<file path="src/rtl/mem_access_stage.sv">
// Memory-access pipeline stage: EX/MEM register, data-memory handshake, load/store alignment, WB register.
// Latency: ALU/jump ops reach WB one edge after capture; memory ops take one more edge per dmem_ready-low cycle.
// Backpressure: stall (combinational) holds upstream while an access waits for dmem_ready; abandoned after MAX_WAIT cycles.
//
// Ports:
//   clk, rst            rising-edge clock, synchronous active-high reset
//   EB, ex_valid        Execute bundle and its valid flag; stall asks upstream to hold both
//   dmem_*              request/ready data-memory port (word address, byte enables, replicated store data)
//   wb_*                registered write-back record
//   misalign_fault      one-cycle pulse with the wb_valid of a misaligned access
//   bus_timeout         one-cycle pulse with the wb_valid of an abandoned access

typedef logic [1:0] result_sel_t;

typedef struct packed {
    logic [31:0] instr;
    logic [31:0] ALUResult;
    logic [31:0] RD2;
    logic [4:0]  rd;
    logic        RegW;
    logic        WE;
    result_sel_t ResultSelect;
    logic [31:0] PC4;
} Execute_Bundle;

module mem_access_stage #(
    parameter int MAX_WAIT = 255
) (
    input  logic          clk,
    input  logic          rst,
    input  Execute_Bundle EB,
    input  logic          ex_valid,
    output logic          stall,
    output logic          dmem_req,
    output logic          dmem_we,
    output logic [31:0]   dmem_addr,
    output logic [3:0]    dmem_be,
    output logic [31:0]   dmem_wdata,
    input  logic          dmem_ready,
    input  logic [31:0]   dmem_rdata,
    output logic          wb_valid,
    output logic          wb_regw,
    output logic [4:0]    wb_rd,
    output result_sel_t   wb_result_select,
    output logic [31:0]   wb_alu_result,
    output logic [31:0]   wb_load_data,
    output logic [31:0]   wb_pc4,
    output logic          misalign_fault,
    output logic          bus_timeout
);

    localparam logic [6:0]    LOAD_OP = 7'b0000011;
    localparam int            CW      = (MAX_WAIT > 1) ? $clog2(MAX_WAIT) : 1;
    localparam logic [CW-1:0] LAST    = CW'(MAX_WAIT - 1);

    typedef enum logic {IDLE, ACCESS} state_e;

    function automatic logic is_misaligned(input logic [2:0] f3, input logic [1:0] a);
        return ((f3[1:0] == 2'b01) && a[0]) || ((f3[1:0] == 2'b10) && (a != 2'b00));
    endfunction

    Execute_Bundle m_q;
    logic          m_valid_q;
    state_e        state_q, state_d;
    logic [CW-1:0] cnt_q, cnt_d;

    logic        wb_valid_q, wb_regw_q, misalign_q, timeout_q;
    logic [4:0]  wb_rd_q;
    result_sel_t wb_rs_q;
    logic [31:0] wb_alu_q, wb_load_q, wb_pc4_q;

    logic        ex_access, m_load, m_store, m_misalign, in_access, timeout_now;
    logic [2:0]  m_f3;
    logic [1:0]  m_off;
    logic [31:0] shifted, load_val;
    logic        f3_ok, wb_regw_d;
    logic [31:0] wb_load_d;

    // A new access starts only for a real, aligned load or store being captured.
    assign ex_access = ex_valid
                     & ((EB.instr[6:0] == LOAD_OP) | EB.WE)
                     & !is_misaligned(EB.instr[14:12], EB.ALUResult[1:0]);

    assign m_f3       = m_q.instr[14:12];
    assign m_off      = m_q.ALUResult[1:0];
    assign m_load     = (m_q.instr[6:0] == LOAD_OP);
    assign m_store    = m_q.WE;
    assign m_misalign = m_valid_q & (m_load | m_store) & is_misaligned(m_f3, m_off);

    // ACCESS is only ever entered with an aligned memory op in M, so it alone gates the request.
    assign in_access   = (state_q == ACCESS);
    assign timeout_now = in_access & !dmem_ready & (cnt_q == LAST);
    assign stall       = in_access & !dmem_ready & !timeout_now;

    assign dmem_req  = in_access;
    assign dmem_we   = m_store;
    assign dmem_addr = {m_q.ALUResult[31:2], 2'b00};

    always_comb begin
        dmem_be    = 4'b1111;
        dmem_wdata = m_q.RD2;
        if (m_store) begin
            case (m_f3[1:0])
                2'b00: begin
                    dmem_be    = 4'b0001 << m_off;
                    dmem_wdata = {4{m_q.RD2[7:0]}};
                end
                2'b01: begin
                    dmem_be    = 4'b0011 << m_off;
                    dmem_wdata = {2{m_q.RD2[15:0]}};
                end
                default: begin
                    dmem_be    = 4'b1111;
                    dmem_wdata = m_q.RD2;
                end
            endcase
        end
    end

    // Load alignment and extension; unknown load widths produce zero and suppress the write.
    assign shifted = dmem_rdata >> {m_off, 3'b000};
    always_comb begin
        load_val = '0;
        f3_ok    = 1'b1;
        case (m_f3)
            3'b000:  load_val = {{24{shifted[7]}}, shifted[7:0]};
            3'b001:  load_val = {{16{shifted[15]}}, shifted[15:0]};
            3'b010:  load_val = shifted;
            3'b100:  load_val = {24'b0, shifted[7:0]};
            3'b101:  load_val = {16'b0, shifted[15:0]};
            default: f3_ok = 1'b0;
        endcase
    end

    // Load data is only meaningful on the ready cycle; timeouts and non-loads write zero.
    assign wb_load_d = (m_load & in_access & dmem_ready) ? load_val : 32'b0;
    assign wb_regw_d = m_valid_q & m_q.RegW & !m_misalign & !timeout_now & !(m_load & !f3_ok);

    always_comb begin
        state_d = state_q;
        cnt_d   = cnt_q;
        if (!stall) begin
            // Completion/abandon edge doubles as a capture edge, so a new access follows with no gap.
            state_d = ex_access ? ACCESS : IDLE;
            cnt_d   = '0;
        end else begin
            cnt_d = cnt_q + CW'(1);
        end
    end

    always_ff @(posedge clk) begin
        if (rst) begin
            state_q   <= IDLE;
            cnt_q     <= '0;
            m_valid_q <= 1'b0;
            m_q       <= '0;
        end else begin
            state_q <= state_d;
            cnt_q   <= cnt_d;
            if (!stall) begin
                m_valid_q <= ex_valid;
                m_q       <= EB;
            end
        end
    end

    always_ff @(posedge clk) begin
        if (rst) begin
            wb_valid_q <= 1'b0;
            wb_regw_q  <= 1'b0;
            wb_rd_q    <= '0;
            wb_rs_q    <= '0;
            wb_alu_q   <= '0;
            wb_load_q  <= '0;
            wb_pc4_q   <= '0;
            misalign_q <= 1'b0;
            timeout_q  <= 1'b0;
        end else if (!stall) begin
            wb_valid_q <= m_valid_q;
            wb_regw_q  <= wb_regw_d;
            wb_rd_q    <= m_q.rd;
            wb_rs_q    <= m_q.ResultSelect;
            wb_alu_q   <= m_q.ALUResult;
            wb_load_q  <= wb_load_d;
            wb_pc4_q   <= m_q.PC4;
            misalign_q <= m_misalign;
            timeout_q  <= timeout_now;
        end else begin
            // Bubble while the access is still waiting.
            wb_valid_q <= 1'b0;
            wb_regw_q  <= 1'b0;
            misalign_q <= 1'b0;
            timeout_q  <= 1'b0;
        end
    end

    assign wb_valid         = wb_valid_q;
    assign wb_regw          = wb_regw_q;
    assign wb_rd            = wb_rd_q;
    assign wb_result_select = wb_rs_q;
    assign wb_alu_result    = wb_alu_q;
    assign wb_load_data     = wb_load_q;
    assign wb_pc4           = wb_pc4_q;
    assign misalign_fault   = misalign_q;
    assign bus_timeout      = timeout_q;

    // Only opcode and funct3 of the held instruction are decoded here.
    logic unused_instr_bits;
    assign unused_instr_bits = ^{m_q.instr[31:15], m_q.instr[11:7]};

endmodule

</file>
<file path="config.mk">
export PLATFORM = sky130hd
export DESIGN_NAME = mem_access_stage
export DESIGN_NICKNAME = d
export VERILOG_FILES = /design/src/rtl/mem_access_stage.sv
export SDC_FILE = /design/constraint.sdc
export NUM_CORES = 1
export LEC_CHECK = 0
export BUFFER_PORTS_ARGS = -buffer_cell sky130_fd_sc_hd__buf_2
export CORE_MARGIN = 2
export CORE_UTILIZATION = 46
export CTS_CLUSTER_DIAMETER = 120
export DETAILED_ROUTE_END_ITERATION = 10
export PLACE_DENSITY = 0.77
export SLEW_MARGIN = 15
export SYNTH_ARGS = -nofsm -noshare
export SYNTH_HDL_FRONTEND = slang
export SYNTH_SLANG_ARGS = --single-unit
</file>
<file path="constraint.sdc">
create_clock -name clk -period 1.9 [get_ports clk]
set_input_delay 0.095 -clock clk [delete_from_list [all_inputs] [get_ports clk]]
set_output_delay 0.095 -clock clk [all_outputs]
set_load 0.005 [all_outputs]
</file>
==> flow_summary.ini <==
[critical_path]
reg2reg_depth = 7
reg2reg_slack_ns = 0.09
cp_cell_sequence = inv_1 > ha_1 > a41oi_2 > and2_4 > buf_12 > buf_12 > a22o_1
end_kind = register
arrival_ns = 2.23
cp.required_ns = 2.32
crit_buf_inv = 3
cp_max_fo = 42
crit_top_cell = buf_12
slowest_delay_ns = 0.33
crit_type = reg -> reg
setup.worst_path.start_class = register
crit_family = buffers and inverters
reg2reg_to = m_q[54]$_SDFFE_PP0N_
worstReg2RegStart = cnt_q[0]$_SDFF_PP0_
crit_slowest_cell = dfxtp_1

[power]
total_power_mw = 10.9
power.leakage_nw = 5.80
p_per_area_nw_per_um2 = 877
vdd_ir_drop_max_uv = 818

[synthesis]
synth_area_um2 = 8510
async_flop_share = 0
post_synth.cell_area_avg_um2 = 11.4
netlist_instances = 745
yosysSeqAreaShare = 0.546
ys_ff_latch = 232
yosys_warnings = 0
netlist-cell-type-count = 42
synth_edf_count = 0
ys.flop_type = dfxtp_1

[clock_tree]
cts_sinks = 232
cts.reportedPaths.clkPinSlew_ns = 0.06
cts_max_level = 1
cts-root-buf = clkbuf_16
cts_buffers = 23
cts_tree = yes
cts_max_path_buffers = 3
clk_latency_ns = 0.50

[hold_path]
hp-class = in -> reg
min_from = dmem_rdata[3]
min_path_cells = 5
min_to = wb_load_data[3]$_SDFFE_PP0N_

[global_routing]
grt_start_max_net_pins = 64
grt_overflow = 0
globalRouteTotalUtil = 0.252
grt_pass1_wl_um = 40900
grt_pass1_vias = 7725
grt_antenna_before_repair = 0

[floorplanning]
start_util = 0.472
die_y_um = 140
io_pins = 351
core-area_um2 = 18000
die_width_um = 140
die-area_um2 = 19600
num_rows = 49

[routing]
drc = 0
dr.pass1.iters = 4
post_drt_wl_per_cell_um = 18.5
vias_per_cell = 5.45
vias = 7726
drt-initial-drc-count = 450
antenna_left = 0
wl_um = 26200

[layout]
drive_gt1_frac = 0.365
area_growth_pct = 46.3
multi_input_area_um2 = 3260
diodes = 0
register_area_um2 = 4650
fin_util = 0.690
nets = 1348
fillers = 1254

[placed_design]
io_buffers = 326
place_congestion = 0.840
place_ws_ns = 0.122
dpl.hpwl_um = 16200

[timing]
drv_slew = 0
fin_skew_ns = 0.0114
layout_setup_ws_ns = 0.0917
fmax_mhz = 553
hold_slack_ns = 0.0203
tns_ns = 0
setup_violations = 0
period_needed_ns = 1.81
final_hold_viol_count = 0
fin_crit_sh = 0.952

[flow_run]
maxCapViolCount = 0

[status]
outcome = finished, final reports clean
## worst register-to-register path, cell delays in order, from the launching register on
cell	delay [ns]
dfxtp_1	0.33
inv_1	0.04
ha_1	0.22
a41oi_2	0.27
and2_4	0.24
buf_12	0.23
buf_12	0.22
a22o_1	0.19
## flip-flops by register name, summed over array words and instances, names as in the netlist
| signal | flops |
|---|---|
| dmem_req | 1 |
| m_f3 | 3 |
| m_valid_q | 1 |
| m_q | 79 |
| wb_pc4 | 32 |
| dmem_we | 1 |
| bus_timeout | 1 |
| wb_alu_result | 32 |
| wb_rd | 5 |
| wb_result_select | 2 |
| wb_regw | 1 |
| wb_load_data | 32 |
| cnt_q | 8 |
| dmem_addr | 30 |
| misalign_fault | 1 |
| wb_valid | 1 |
| m_off | 2 |
## worst max path at each step
stage                                                to             startpoint  depth (start not counted)
final                              m_q[54]$_SDFFE_PP0N_    cnt_q[0]$_SDFF_PP0_                          7
after global routing               m_q[54]$_SDFFE_PP0N_    cnt_q[4]$_SDFF_PP0_                          7
after CTS                                dmem_wdata[12]   m_f3[1]$_SDFFE_PP0N_                          5
after detailed placement     dmem_addr[28]$_SDFFE_PP0N_    cnt_q[0]$_SDFF_PP0_                          8
after global placement       dmem_addr[22]$_SDFFE_PP0N_    cnt_q[0]$_SDFF_PP0_                          8
after floorplan           wb_load_data[21]$_SDFFE_PP0N_  m_off[1]$_SDFFE_PP0N_                          7
## layout make-up
class	count	share of cell area
Clock buffer	34	0.0552
Clock inverter	6	0.00261
Sequential cell	232	0.373
Tap cell	229	0.0230
Inverter	3	0.000905
Multi-Input combinational cell	409	0.262
Timing Repair Buffer	504	0.283
## cell usage after synthesis (2+ instances only)
cell type	count	area, µm²
and2_1	2	12.5
nand2_1	38	143
o2bb2ai_1	8	70.1
xor2_1	5	43.8
nand3b_1	4	30.0
nor2b_1	3	18.8
nor3_1	2	10.0
o21ai_0	24	120
clkbuf_1	16	60.1
ha_1	2	25.0
inv_1	2	7.51
nor2_1	22	82.6
buf_4	51	383
buf_6	3	33.8
mux2_2	16	180
buf_2	29	145
a221o_1	16	160
mux4_2	2	45.0
nand4_1	2	12.5
buf_1	3	11.3
a22o_1	196	1720
and3b_1	2	17.5
mux2i_1	25	250
nand2b_1	3	18.8
nor4_1	2	12.5
dfxtp_1	232	4640
nand3_1	4	20.0
a2bb2oi_1	8	70.1
and4_1	2	17.5
a21oi_1	9	45.0
## metal layers
metal / up-vias / part of all wire / GRT usage
li1: 3624 / - / -
met1: 3675 / 0.39 / 0.300
met2: 366 / 0.50 / 0.441
met3: 61 / 0.079 / 0.0636
met4: 0 / 0.031 / 0.0884
met5: - / 0 / 0
## metrics by stage
stage | cell area (µm²) | instances
2_1_floorplan | 8510 | 746
3_3_place_gp | 10300 | 1240
3_5_place_dp | 10300 | 1240
4_1_cts | 12400 | 1415
5_1_grt | 12400 | 1417
6_report | 12400 | 1417
## where the power goes
part           internal, mW  switching, mW
registers              5.10          0.174
logic                 0.778          0.567
clock network          2.49           1.80
total                  8.37           2.54
## kinds of logic after synthesis
logic type / share of synthesized area
AOI/OAI and AO/OA: 0.261
xor gates and xnor gates: 0.00618
adders and majority gates: 0.00294
buffers and inverters: 0.0757
DFF: 0.546
muxes: 0.0559
other: 0.000441
and+or+nand+nor: 0.0516
## placed cells by master (no fill, tap or decap), types with 4 or more instances in the layout
cell type,netlist,routed
buf_12,0,15
a21oi_1,9,9
nand2_1,38,38
clkinv_2,0,5
a221o_1,16,16
o2bb2ai_1,8,8
a2bb2oi_1,8,8
clkbuf_16,0,24
nand3_1,4,4
clkbuf_1,16,4
buf_2,29,326
clkbuf_8,0,7
buf_4,51,26
dlygate4sd3_1,0,134
xor2_1,5,5
mux2_2,16,16
o21ai_0,24,24
mux2i_1,25,25
a22o_1,196,196
nor2_1,22,21
nand3b_1,4,4
dfxtp_1,232,231
## what timing repair did
action / CTS / global route
setup endpoints to repair: 10 / 14
buffers inserted: 1 / 1
hold buffers: 134 / 0
cloned: 0 / 1
hold endpoints to repair: 135 / 0
gates resized for setup: 5 / 4
pin swaps: 1 / 1
Note: power is estimated with default switching activity, not from simulation.
